$ cat src/rtl/matrix_pkg.sv
// Shared definitions for the input-matrix load path and register bank.
// Element geometry and the load controller state encoding.
package matrix_pkg;

  localparam int DATA_W = 8;
  localparam int DIM    = 8;
  localparam int LANES  = 4;

  typedef enum logic [1:0] {
    IDLE  = 2'd0,
    READ  = 2'd1,
    DRAIN = 2'd2,
    FULL  = 2'd3
  } ld_state_e;

endpackage

$ cat src/rtl/input_mat_load_ctrl.sv
// Streams one DIM x DIM matrix from the input RAM into the register bank,
// LANES elements per read, and holds it until the consumer releases it.
module input_mat_load_ctrl #(
  parameter int DATA_W = matrix_pkg::DATA_W,
  parameter int DIM    = matrix_pkg::DIM,
  parameter int LANES  = matrix_pkg::LANES,
  parameter int ADDR_W = 8
) (
  input  logic                    clk,
  input  logic                    reset,
  input  logic                    start,
  input  logic [ADDR_W-1:0]       base_addr,
  input  logic                    consume,
  output logic                    ram_rd_en,
  output logic [ADDR_W-1:0]       ram_addr,
  input  logic [LANES*DATA_W-1:0] ram_rdata,
  output logic                    wr_en,
  output logic [2:0]              bank_sel,
  output logic [2:0]              elem_sel,
  output logic [LANES*DATA_W-1:0] wr_data,
  output logic                    busy,
  output logic                    done,
  output logic                    mat_valid
);

  import matrix_pkg::*;

  // Two reads per bank row, so the counter spans 2*DIM reads.
  localparam int CNT_W = $clog2(2 * DIM);
  localparam logic [CNT_W-1:0] CNT_LAST = CNT_W'(2 * DIM - 1);

  ld_state_e state_q, state_d;

  logic [ADDR_W-1:0] base_q, base_d;
  logic [CNT_W-1:0]  rd_cnt_q, rd_cnt_d;
  logic [CNT_W-1:0]  wr_cnt_q, wr_cnt_d;
  logic              wr_en_q, wr_en_d;
  logic              done_q, done_d;
  logic              accept;

  always_ff @(posedge clk or posedge reset) begin
    if (reset) begin
      state_q <= IDLE;
    end else begin
      state_q <= state_d;
    end
  end

  always_comb begin
    state_d = state_q;
    unique case (state_q)
      IDLE:    if (start) state_d = READ;
      READ:    if (rd_cnt_q == CNT_LAST) state_d = DRAIN;
      DRAIN:   state_d = FULL;
      FULL:    if (consume) state_d = start ? READ : IDLE;
      default: state_d = IDLE;
    endcase
  end

  always_comb begin
    ram_rd_en = (state_q == READ);
    busy      = (state_q == READ) || (state_q == DRAIN);
    mat_valid = (state_q == FULL);
    ram_addr  = base_q + ADDR_W'(rd_cnt_q);
    wr_en     = wr_en_q;
    bank_sel  = wr_cnt_q[CNT_W-1:1];
    elem_sel  = wr_cnt_q[0] ? 3'(LANES) : 3'd0;
    wr_data   = ram_rdata;
    done      = done_q;
  end

  // A new load may begin from IDLE, or from FULL in the same cycle as consume.
  always_comb begin
    accept   = start &&
               ((state_q == IDLE) || ((state_q == FULL) && consume));
    base_d   = accept ? base_addr : base_q;
    rd_cnt_d = rd_cnt_q;
    if (accept) begin
      rd_cnt_d = '0;
    end else if (state_q == READ) begin
      rd_cnt_d = rd_cnt_q + 1'b1;
    end
    wr_en_d  = (state_q == READ);
    wr_cnt_d = rd_cnt_q;
    done_d   = (state_q == DRAIN);
  end

  always_ff @(posedge clk or posedge reset) begin
    if (reset) begin
      base_q   <= '0;
      rd_cnt_q <= '0;
      wr_cnt_q <= '0;
      wr_en_q  <= 1'b0;
      done_q   <= 1'b0;
    end else begin
      base_q   <= base_d;
      rd_cnt_q <= rd_cnt_d;
      wr_cnt_q <= wr_cnt_d;
      wr_en_q  <= wr_en_d;
      done_q   <= done_d;
    end
  end

endmodule
$ cat config.mk
export PLATFORM = sky130hd
export DESIGN_NAME = input_mat_load_ctrl
export DESIGN_NICKNAME = d
export VERILOG_FILES = /design/src/rtl/matrix_pkg.sv /design/src/rtl/input_mat_load_ctrl.sv
export SDC_FILE = /design/constraint.sdc
export NUM_CORES = 1
export LEC_CHECK = 0
export CAP_MARGIN = 20
export CORE_UTILIZATION = 31
export DETAILED_ROUTE_END_ITERATION = 7
export HOLD_SLACK_MARGIN = 0.15
export PLACE_DENSITY = 0.81
export SLEW_MARGIN = 20
export SYNTH_ARGS = -nofsm -noshare
export SYNTH_HDL_FRONTEND = slang
export SYNTH_SLANG_ARGS = --single-unit
$ cat constraint.sdc
create_clock -name clk -period 1.8 [get_ports clk]
set_input_delay 0.36 -clock clk [delete_from_list [all_inputs] [get_ports clk]]
set_output_delay 0.36 -clock clk [all_outputs]
set_load 0.02 [all_outputs]
==> impl_metrics.csv <==
group,metric,value,unit
status,status,"finished with violations",
status,violations,"setup timing",
routing,wl,2256,um
grt,grt_pass1_vias,825,
power,pwr-share-comb,67.5,%
layout,drive_gt1_share,39.01,%
timing,clock_skew,2.452,ps
critical_path,end_kind,"output pin",
floorplan,die_h,66.01,um
placement,post_dp_cell_area,1513,sq um
power,pwr-share-seq,23.0,%
synthesis,syn_inst,123,
placement,portBuffers,28,
power,p_sw_share,40.61,%
clocking,cts_num_sinks,20,
routing,drc,0,
placement,dp_slack,-629.8,ps
floorplan,start_util,33.43,%
synthesis,yosys_warnings,0,
power,p_per_area,2152,nW/um^2
clocking,cts_made_buffers,3,
grt,gr-total-overflow,0,
synthesis,synth_area_per_cell,10.32,sq um
layout,layout_common_cells,"22 x buf_4, 20 x dfrtp_1, 17 x clkdlybuf4s50_1, 8 x inv_1",
synthesis,synth_top_area_share,39.41,%
synthesis,synth_area_leader_cell,"dfrtp_1",
critical_path,arrival,1900,ps
grt,antenna_found_initial,0,
critical_path,cp_max_fo,2,
layout,insertedDiodeCount,0,
job,cap_violations,0,
synthesis,netlist_area,1270,sq um
synthesis,synthTopCellsByArea,"dfrtp_1 39%, buf_4 21%, ha_1 9.9%, mux2_2 6.2%, xnor2_1 3.4%",
worst_hold_path,holdCritPathClass,"in2async",
timing,clock.fmax,442.6,MHz
routing,dr.first_iter.drc_count,18,
layout,nets,197,
power,peakVddDrop,557.8,uV
timing,rsz0062_at_grt,"yes",
placement,gp_congestion,0.7966,
critical_path,reg2reg_to,"state_q[0]",
floorplan,placeableCoreArea,3799,sq um
power,clockPowerShare,9.5,%
power,p_int,2.116,mW
timing,worst_slack,-459.5,ps
critical_path,required,1440,ps
layout,final_area,1655,sq um
critical_path,critPathKind,"reg2out",
clocking,cts_tree,"yes",
timing,hold_ws,434.6,ps
timing,setup-violations-final,7,
synthesis,yosysSeqAreaShare,39.41,%
routing,postRouteAntennaNets,0,
floorplan,rows,22,
timing,finalCriticalPeriod,2260,ps
clocking,clk_root_buffer_cell,"clkbuf_8",
clocking,clk_latency,250,ps
placement,hpwlAfterDp,1649,um
floorplan,die_area,4357,sq um
synthesis,ys_types,23,
routing,dr.pass1.iters,4,
grt,grt_max_degree,21,
critical_path,r2r-start,"rd_cnt_q[0]",
power,p_sw,1.447,mW
layout,layout_commonest_cell,"buf_4",
timing,setup_tns,-2134,ps
grt,grt_use_total,11.41,%
timing,drv_slew,0,
timing,post-route-period-util,125.5,%
synthesis,ys_ff_latch,20,
routing,vias,830,
clocking,clk_path_buf_depth,2,
clocking,h-tree-depth,1,
routing,wire_per_inst,11.94,um
critical_path,r2r.worst_path.cells,7,
clocking,clk_pin_slew,70,ps
critical_path,crit_path_start_kind,"register",
floorplan,num_io_pins,95,
power,p_leak,0.7820,nW
floorplan,fp.dieW,66.01,um
critical_path,r2r_slack,240,ps
routing,via_per_inst,4.392,
timing,finalHoldViolCount,0,
layout,area_growth_syn_to_layout,30.35,%
grt,grt_pass1_wl,3712,um
## layout make-up
| type | count | area (sq um) |
|---|---|---|
| well taps | 48 | 60.06 |
| clock buffers | 4 | 55.05 |
| repair buffers | 48 | 426.7 |
| inverters | 10 | 37.54 |
| multi-input cells | 59 | 575.6 |
| fillers | 367 | 2143 |
| flip-flops and latches | 20 | 500.5 |
## power groups by stage
stage / Clock, mW / Combinational (mW) / Sequential [mW]
CTS: 0.350 / 2.24 / 0.813
finish: 0.340 / 2.40 / 0.818
global placement: 0 / 2.14 / 0.804
detailed placement: 0 / 2.18 / 0.810
global route: 0.370 / 2.61 / 0.846
floorplan: 0 / 1.24 / 0.885
## how the worst max path moves through the flow
stage	start	to	slack, ps	depth (start not counted)
6_report	rd_cnt_q[0]	ram_addr[6]	-460	8
3_5_place_dp	base_q[0]	ram_addr[6]	-630	8
3_3_place_gp	rd_cnt_q[0]	ram_addr[6]	-570	8
5_1_grt	rd_cnt_q[0]	ram_addr[6]	-550	8
2_1_floorplan	rd_cnt_q[0]	ram_addr[6]	-170	7
4_1_cts	rd_cnt_q[0]	ram_addr[6]	-440	8
## metal layers
layer  track usage [%]  part of all wire [%]  up-vias  routed length, um
met5                 0                     0        -                  0
met4             7.181                   1.9        0                 42
li1                  -                     -      402                  -
met2             17.35                    48       26               1074
met1             13.73                    45      398               1005
met3             3.793                   5.9        4                134
## state kept, by name, indices dropped and copies added, names as in the netlist
signal and flops:
wr_en 1, done 1, wr_cnt_q 4, rd_cnt_q 4, base_q 8, state_q 2
## stage by stage
step / instances / total power, mW / util [%]
floorplan: 124 / 2.122 / -
global placement: 181 / 2.945 / 39.82
detailed placement: 181 / 2.991 / 39.82
CTS: 187 / 3.407 / 42.19
global route: 189 / 3.826 / 43.58
finish: 189 / 3.563 / 43.58
## cell families after synthesis
logic type      after synthesis  synth area share [%]
compound gates               15                 7.782
xor+xnor                      8                 5.517
fa+ha+maj                    11                 11.43
buf+inv                      45                 23.65
flops                        20                 39.41
mux                           8                 6.995
other cells                   1                0.2953
simple gates                 15                 4.927
## synthesized netlist by cell type
| cell | number |
|---|---|
| nor2_1 | 7 |
| o2111ai_1 | 1 |
| fa_1 | 1 |
| a211oi_1 | 3 |
| inv_1 | 10 |
| ha_1 | 10 |
| buf_4 | 35 |
| mux2_2 | 7 |
| nand2_1 | 5 |
| xor2_1 | 3 |
| o21ai_0 | 5 |
| nand3_1 | 1 |
| dfrtp_1 | 20 |
| xnor2_1 | 5 |
| o21ai_1 | 1 |
| nor2b_1 | 1 |
| conb_1 | 1 |
| a21oi_1 | 1 |
| a22oi_1 | 1 |
| nand4_1 | 1 |
| a21o_1 | 2 |
| mux2i_1 | 1 |
| a222oi_1 | 1 |
## critical path, stage by stage (launching register included)
cell and delay, ps:
dfrtp_1 360, ha_2 190, inv_2 40, fa_2 360, nor2b_2 160, o21ai_2 70, a21o_1 180, xnor2_2 140
buf_4 150
## what timing repair did
item                                    4_1_cts  5_1_grt
pin swaps                                     4        1
resized for setup                            46        6
hold buffers                                  0        0
endpoints found under the setup margin       11        7
setup buffers                                 2        2
(Power assumes the default switching activity.)
==> edit 1: new RTL, same flow settings <==
Change the package constant `DATA_W` from 8 to 6.
--- a/src/rtl/matrix_pkg.sv
+++ b/src/rtl/matrix_pkg.sv
@@ -2,7 +2,7 @@
 // Element geometry and the load controller state encoding.
 package matrix_pkg;
 
-  localparam int DATA_W = 8;
+  localparam int DATA_W = 6;
   localparam int DIM    = 8;
   localparam int LANES  = 4;
 
Ports: changed (resized ram_rdata and wr_data); port bits go from 95 to 79. No check against the original RTL was run, so the function may have changed too.
==> edit 1 against the original RTL <==
The flow still finishes with violations (setup timing); critical path depth did not move; setup slack improved by 0.016 ns; maximum frequency rose by 0.73%; global-route usage rose by 1.9 points; wire length rose by 11%; clock power fell by 15%; sequential power rose by 2%; power fell by 2.3%; cell count fell by 1.6%; synthesized cell count fell by 6.5%; sequential cell count did not move; design area fell by 3.2%; area after synthesis fell by 4.7%; largest power group unchanged; highest routed layer unchanged.
==> edit 1: results (changes against the original RTL) <==
CTS
  • Max clock buf depth: 2 (unchanged)
  • Clock transition at the registers of the reported paths: 0.07 ns (about the same)
  • CTS buffer count: 3 (unchanged)
  • Clk root buf: clkbuf_8
  • H-tree levels: 1 (unchanged)
  • Worst-Skew Late Latency: 0.25 ns (about the same)

Critical path
  • Crit-path max FO: 2 (unchanged)
  • CP Launch Point: base_q[0]
  • CP arrival: 1.88 ns (-0.02 ns)
  • Reg-to-Reg Start: state_q[1]

Synthesis
  • Mapped Cells: 115 (-6.5%)
  • Most frequent cells after synthesis: buf_4, dfrtp_1, ha_1, inv_1
  • Register area share after synthesis: 41.37% (+2.0 points)
  • Yosys warning total: 0 (unchanged)
  • Yosys cell types: 23 (unchanged)
  • Count leader, synth: buf_4
  • Synth Flop Type: dfrtp_1
  • Ranking of synthesized cells by area: dfrtp_1, buf_4, ha_1, mux2_2, xnor2_1
  • Ys async rst share: 100.0% (unchanged)

Pwr
  • Leakage: 0.7632 nW (-2.4%)
  • Peak supply drop: 743.2 µV (+33%)

Min path
  • Hold crit path type: in -> async

Detailed routing
  • Vias: 842 (+1.4%)
  • Drt first pass iters: 5 (+1)
  • Remaining antenna violation count after routing: 0 (unchanged)
  • Routed WL: 2498 µm (+11%)
  • Starting DRT DRC Count: 23 (+5)
  • Number of vias per cell: 4.527 (+3.1%)

Cells and area
  • Top Registers: base_q x8, rd_cnt_q x4, wr_cnt_q x4
  • Antenna diodes: 0 (unchanged)
  • Post-layout net count: 187 (-5.1%)
  • Share of layout cells above drive strength 1: 37.68% (-1.3 points)

STA
  • Fin worst setup slack: -0.4431 ns (+0.01644 ns)
  • Final Skew: 0.001505 ns (-0.0009462 ns)
  • Fin Setup TNS: -1.886 ns (+0.2488 ns)
  • Setup violations, final: 7 (unchanged)

Global route
  • GRT Overall Usage: 13.27% (+1.9 points)
  • Initial antenna violation count: 0 (unchanged)
  • First-pass GRT wire length: 4222 µm (+14%)
  • Largest net degree at the start of global routing: 21 (unchanged)
  • Number of global-route vias before repair: 926 (+12%)

Outcome
  • Run status: finished with violations
  • Violated checks: setup timing

Placed design
  • DP HPWL: 1882 µm (+14%)
  • Dpl cells: 180 (-0.55%)
  • Placed Area: 0.001505 mm² (-0.50%)
  • Routability cong.: 0.8244 (+3.5%)
  • Port Buffer Count: 28 (unchanged)
edit 1: cell count changes after synthesis:
cell,before,now
buf_4,35,27
edit 1: routing by layer:
| layer | vias to the layer above | global-route usage (%) | part of all wire [%] |
|---|---|---|---|
| li1 | 393 | - | - |
| met4 | 0 | 8.611 | 2.2 |
| met2 | 34 | 22.37 | 49 |
| met1 | 409 | 15.32 | 42 |
| met3 | 6 | 2.465 | 6.0 |
| met5 | - | 0 | 0 |
edit 1: worst paths after layout:
| path | endpoint | slack (ns) | cells past startpoint |
|---|---|---|---|
| max | ram_addr[6] | -0.44 | 8 |
| min reg2reg | wr_cnt_q[3] | 0.55 | 1 |
| min | wr_cnt_q[1] | 0.43 | 3 |
| min in group clk | wr_cnt_q[3] | 0.55 | 1 |
| max in group asynchronous | base_q[4] | 1.16 | 3 |
| max reg2reg | state_q[0] | 0.22 | 6 |
edit 1: power by group:
group          total (mW)  leakage, nW  internal (mW)  switching [mW]
Sequential          0.831        0.249          0.659           0.172
Combinational        2.36        0.493           1.19            1.17
Clock               0.290       0.0216          0.149           0.141
Total                3.48        0.763           2.00            1.48
edit 1: cell type report:
cell class | instances | area [µm²]
fill | 366 | 2086
multi-input combinational | 59 | 566.8
sequential | 20 | 500.5
timing repair buffer | 46 | 396.6
tap | 48 | 60.06
clock buffer | 3 | 41.29
inverter | 10 | 37.54
edit 1: critical path, stage by stage, from the launching register on:
cell and delay (ns):
dfrtp_1 0.36, ha_2 0.19, inv_2 0.04, fa_2 0.34, nor2b_1 0.11, o21ai_1 0.09, a21o_1 0.20, xnor2_2 0.15
buf_4 0.15
edit 1: timing repair:
action | CTS | global route
resized for setup | 48 | 6
pin swaps | 3 | 6
setup buffers | 3 | 0
endpoints found under the setup margin | 11 | 8
edit 1: per-stage QoR:
stage	total power, mW	setup WS, ns	hold slack (ns)
6_report	3.480	-0.4431	0.4343
3_3_place_gp	2.907	-0.5725	0.4985
2_1_floorplan	2.096	-0.1735	0.3238
5_1_grt	3.705	-0.5078	0.4765
3_5_place_dp	3.024	-0.6248	0.5111
4_1_cts	3.404	-0.4317	0.4470
edit 1: kinds of logic (layout without fill, tap and decap cells):
family,after synthesis,after routing,share of synthesized area (%)
and+or+nand+nor,15,15,5.171
adders and majority gates,11,11,12.00
xor gates and xnor gates,8,8,5.791
muxes,8,8,7.343
other,1,2,0.3099
AOI/OAI and AO/OA,15,15,8.168
buffers and inverters,37,59,19.86
DFF,20,20,41.37
==> edit 2: new RTL, same flow settings <==
Made on the original files. Encoding of `ld_state_e`: now Gray code (2 bits for 4 states).
--- a/src/rtl/matrix_pkg.sv
+++ b/src/rtl/matrix_pkg.sv
@@ -7,10 +7,10 @@
   localparam int LANES  = 4;
 
   typedef enum logic [1:0] {
-    IDLE  = 2'd0,
-    READ  = 2'd1,
-    DRAIN = 2'd2,
-    FULL  = 2'd3
+    IDLE  = 2'b00,
+    READ  = 2'b01,
+    DRAIN = 2'b11,
+    FULL  = 2'b10
   } ld_state_e;
 
 endpackage
Behaviour: no difference found for any inputs over 10 cycles, from zero or initial values and one cycle with reset high; not proved beyond that.
==> edit 2 against the original RTL <==
The flow still finishes with violations (setup timing); setup slack improved by 0.040 ns; cell count fell by 5.8%; area after synthesis fell by 2.5%; maximum frequency rose by 1.8%; global-route usage rose by 0.26 points; utilization fell by 1.9 points; sequential cell count did not move; wire length rose by 0.22%; power fell by 0.44%; design area fell by 5.8%; critical endpoint unchanged.
==> edit 2: results (changes against the original RTL) <==
CTS
  • Max clock buf depth: 2 (unchanged)
  • Worst-Skew Late Latency: 0.25 ns (about the same)
  • Post-cts resize count: 49 (+6.5%)
  • H-tree levels: 1 (unchanged)
  • CTS Sinks: 20 (unchanged)
  • Setup repair bufs after CTS: 4 (+2)
  • Clock transition at the registers of the reported paths: 0.07 ns (about the same)

Critical path
  • Slowest stage cell on the critical path: dfrtp_1
  • Worst reg2reg path depth: 3 (-4)
  • Crit-path max FO: 2 (unchanged)
  • Worst path max stage delay: 0.39 ns (+0.03 ns)
  • Reg-to-Reg Start: state_q[0]
  • Cell family with most CP delay: adder cells
  • CP arrival: 1.86 ns (-0.04 ns)
  • R2r setup slk: 0.34 ns (+0.10 ns)
  • R2R Path End: base_q[7]

Cells and area
  • Fraction of area in clock buffers and inverters: 2.648% (-0.68 points)
  • #MultiIn Comb: 54 (-8.5%)
  • FF/Latch Area: 500.5 µm² (unchanged)
  • Signal buffers share of area: 26.00% (+0.23 points)
  • Top Registers: base_q x8, rd_cnt_q x4, wr_cnt_q x4
  • Share of layout cells above drive strength 1: 40.77% (+1.8 points)
  • Count of non-CTS inverters in the layout: 7 (-3)
  • Post-Route Utilization: 41.64% (-1.9 points)
  • Multi-input gate area: 525.5 µm² (-8.7%)
  • Final instance area: 0.001559 mm² (-5.8%)
  • # clk buffers: 3 (-1)
  • Filler cells: 374 (+1.9%)
  • Post-layout net count: 182 (-7.6%)
  • Number of non-clock buffers in the layout: 46 (-4.2%)

Synthesis
  • Ranking of synthesized cells by area: dfrtp_1, buf_4, ha_1, mux2_2, mux2_4
  • Yosys cell types: 29 (+26%)
  • Register area share after synthesis: 40.40% (+1.0 points)
  • Count leader, synth: buf_4
  • Yosys warning total: 0 (unchanged)
  • Ys async rst share: 100.0% (unchanged)
  • Most frequent cells after synthesis: buf_4, dfrtp_1, inv_1, nor2_1

Pwr
  • Leakage: 0.7242 nW (-7.4%)
  • Peak supply drop: 544.7 µV (-2.4%)

Placed design
  • Pre-CTS WS: -0.6105 ns (+0.01933 ns)
  • Port Buffer Count: 28 (unchanged)
  • Placed Area: 0.001446 mm² (-4.4%)
  • Routability cong.: 0.8347 (+4.8%)
  • DP HPWL: 1667 µm (+1.1%)

Global route
  • Initial antenna violation count: 0 (unchanged)
  • GRT Overall Usage: 11.67% (+0.26 points)
  • Number of global-route vias before repair: 786 (-4.7%)
  • Largest net degree at the start of global routing: 21 (unchanged)
  • First-pass GRT wire length: 3746 µm (+0.92%)

Min path
  • Hold crit path type: in -> async

Detailed routing
  • Drt first pass iters: 2 (-2)
  • Avg WL per Cell: 12.70 µm (+6.4%)
  • Vias: 769 (-7.3%)
  • Starting DRT DRC Count: 9 (-9)

Outcome
  • Violated checks: setup timing
  • Run status: finished with violations

STA
  • Final Skew: 0.0009185 ns (-0.001533 ns)
  • Fin worst setup slack: -0.4198 ns (+0.03969 ns)
  • Setup violations, final: 7 (unchanged)
  • Fin Setup TNS: -1.976 ns (+0.1586 ns)
==> edit 2: cell count changes after synthesis, moves of 2 or more <==
cell	before	now
mux2_4	0	3
inv_1	10	7
mux2_2	7	4
ha_1	10	5
and2b_2	0	2
==> edit 2: worst max-delay path by stage <==
stage | start | cells past startpoint | slack [ns] | end
5_1_grt | rd_cnt_q[0] | 8 | -0.49 | ram_addr[6]
4_1_cts | base_q[0] | 8 | -0.43 | ram_addr[6]
6_report | rd_cnt_q[0] | 8 | -0.42 | ram_addr[6]
3_5_place_dp | base_q[0] | 8 | -0.61 | ram_addr[6]
2_1_floorplan | rd_cnt_q[0] | 7 | -0.17 | ram_addr[6]
3_3_place_gp | rd_cnt_q[0] | 8 | -0.56 | ram_addr[6]
==> edit 2: cells by family after synthesis <==
group	after synthesis	share of synthesized area, %
muxes	7	7.272
and+or+nand+nor	19	7.881
buffers and inverters	45	25.55
DFF	20	40.40
other	1	0.3027
adders and majority gates	6	6.667
AOI/OAI and AO/OA	12	6.262
xor gates and xnor gates	8	5.657
==> edit 2: where the power goes <==
group | switching [mW] | internal (mW) | total [mW] | leakage (nW)
clock | 0.133 | 0.149 | 0.282 | 0.0216
sequential | 0.177 | 0.667 | 0.843 | 0.243
combinational | 1.15 | 1.27 | 2.42 | 0.460
total | 1.46 | 2.08 | 3.55 | 0.724
==> edit 2: metrics by stage <==
stage | cells | hold WS, ns
after global placement | 172 | 0.4987
after detailed placement | 172 | 0.5095
after CTS | 178 | 0.4375
final | 178 | 0.4294
after floorplan | 119 | 0.3238
after global routing | 178 | 0.4563
==> edit 2: per-layer routing <==
layer	share of wire, %	global-route usage [%]	wire length, µm	vias up
met1	44	15.17	993	371
met3	7.0	4.167	158	5
met4	1.6	5.163	36	0
li1	-	-	-	367
met5	0	0	0	-
met2	47	17.27	1073	26
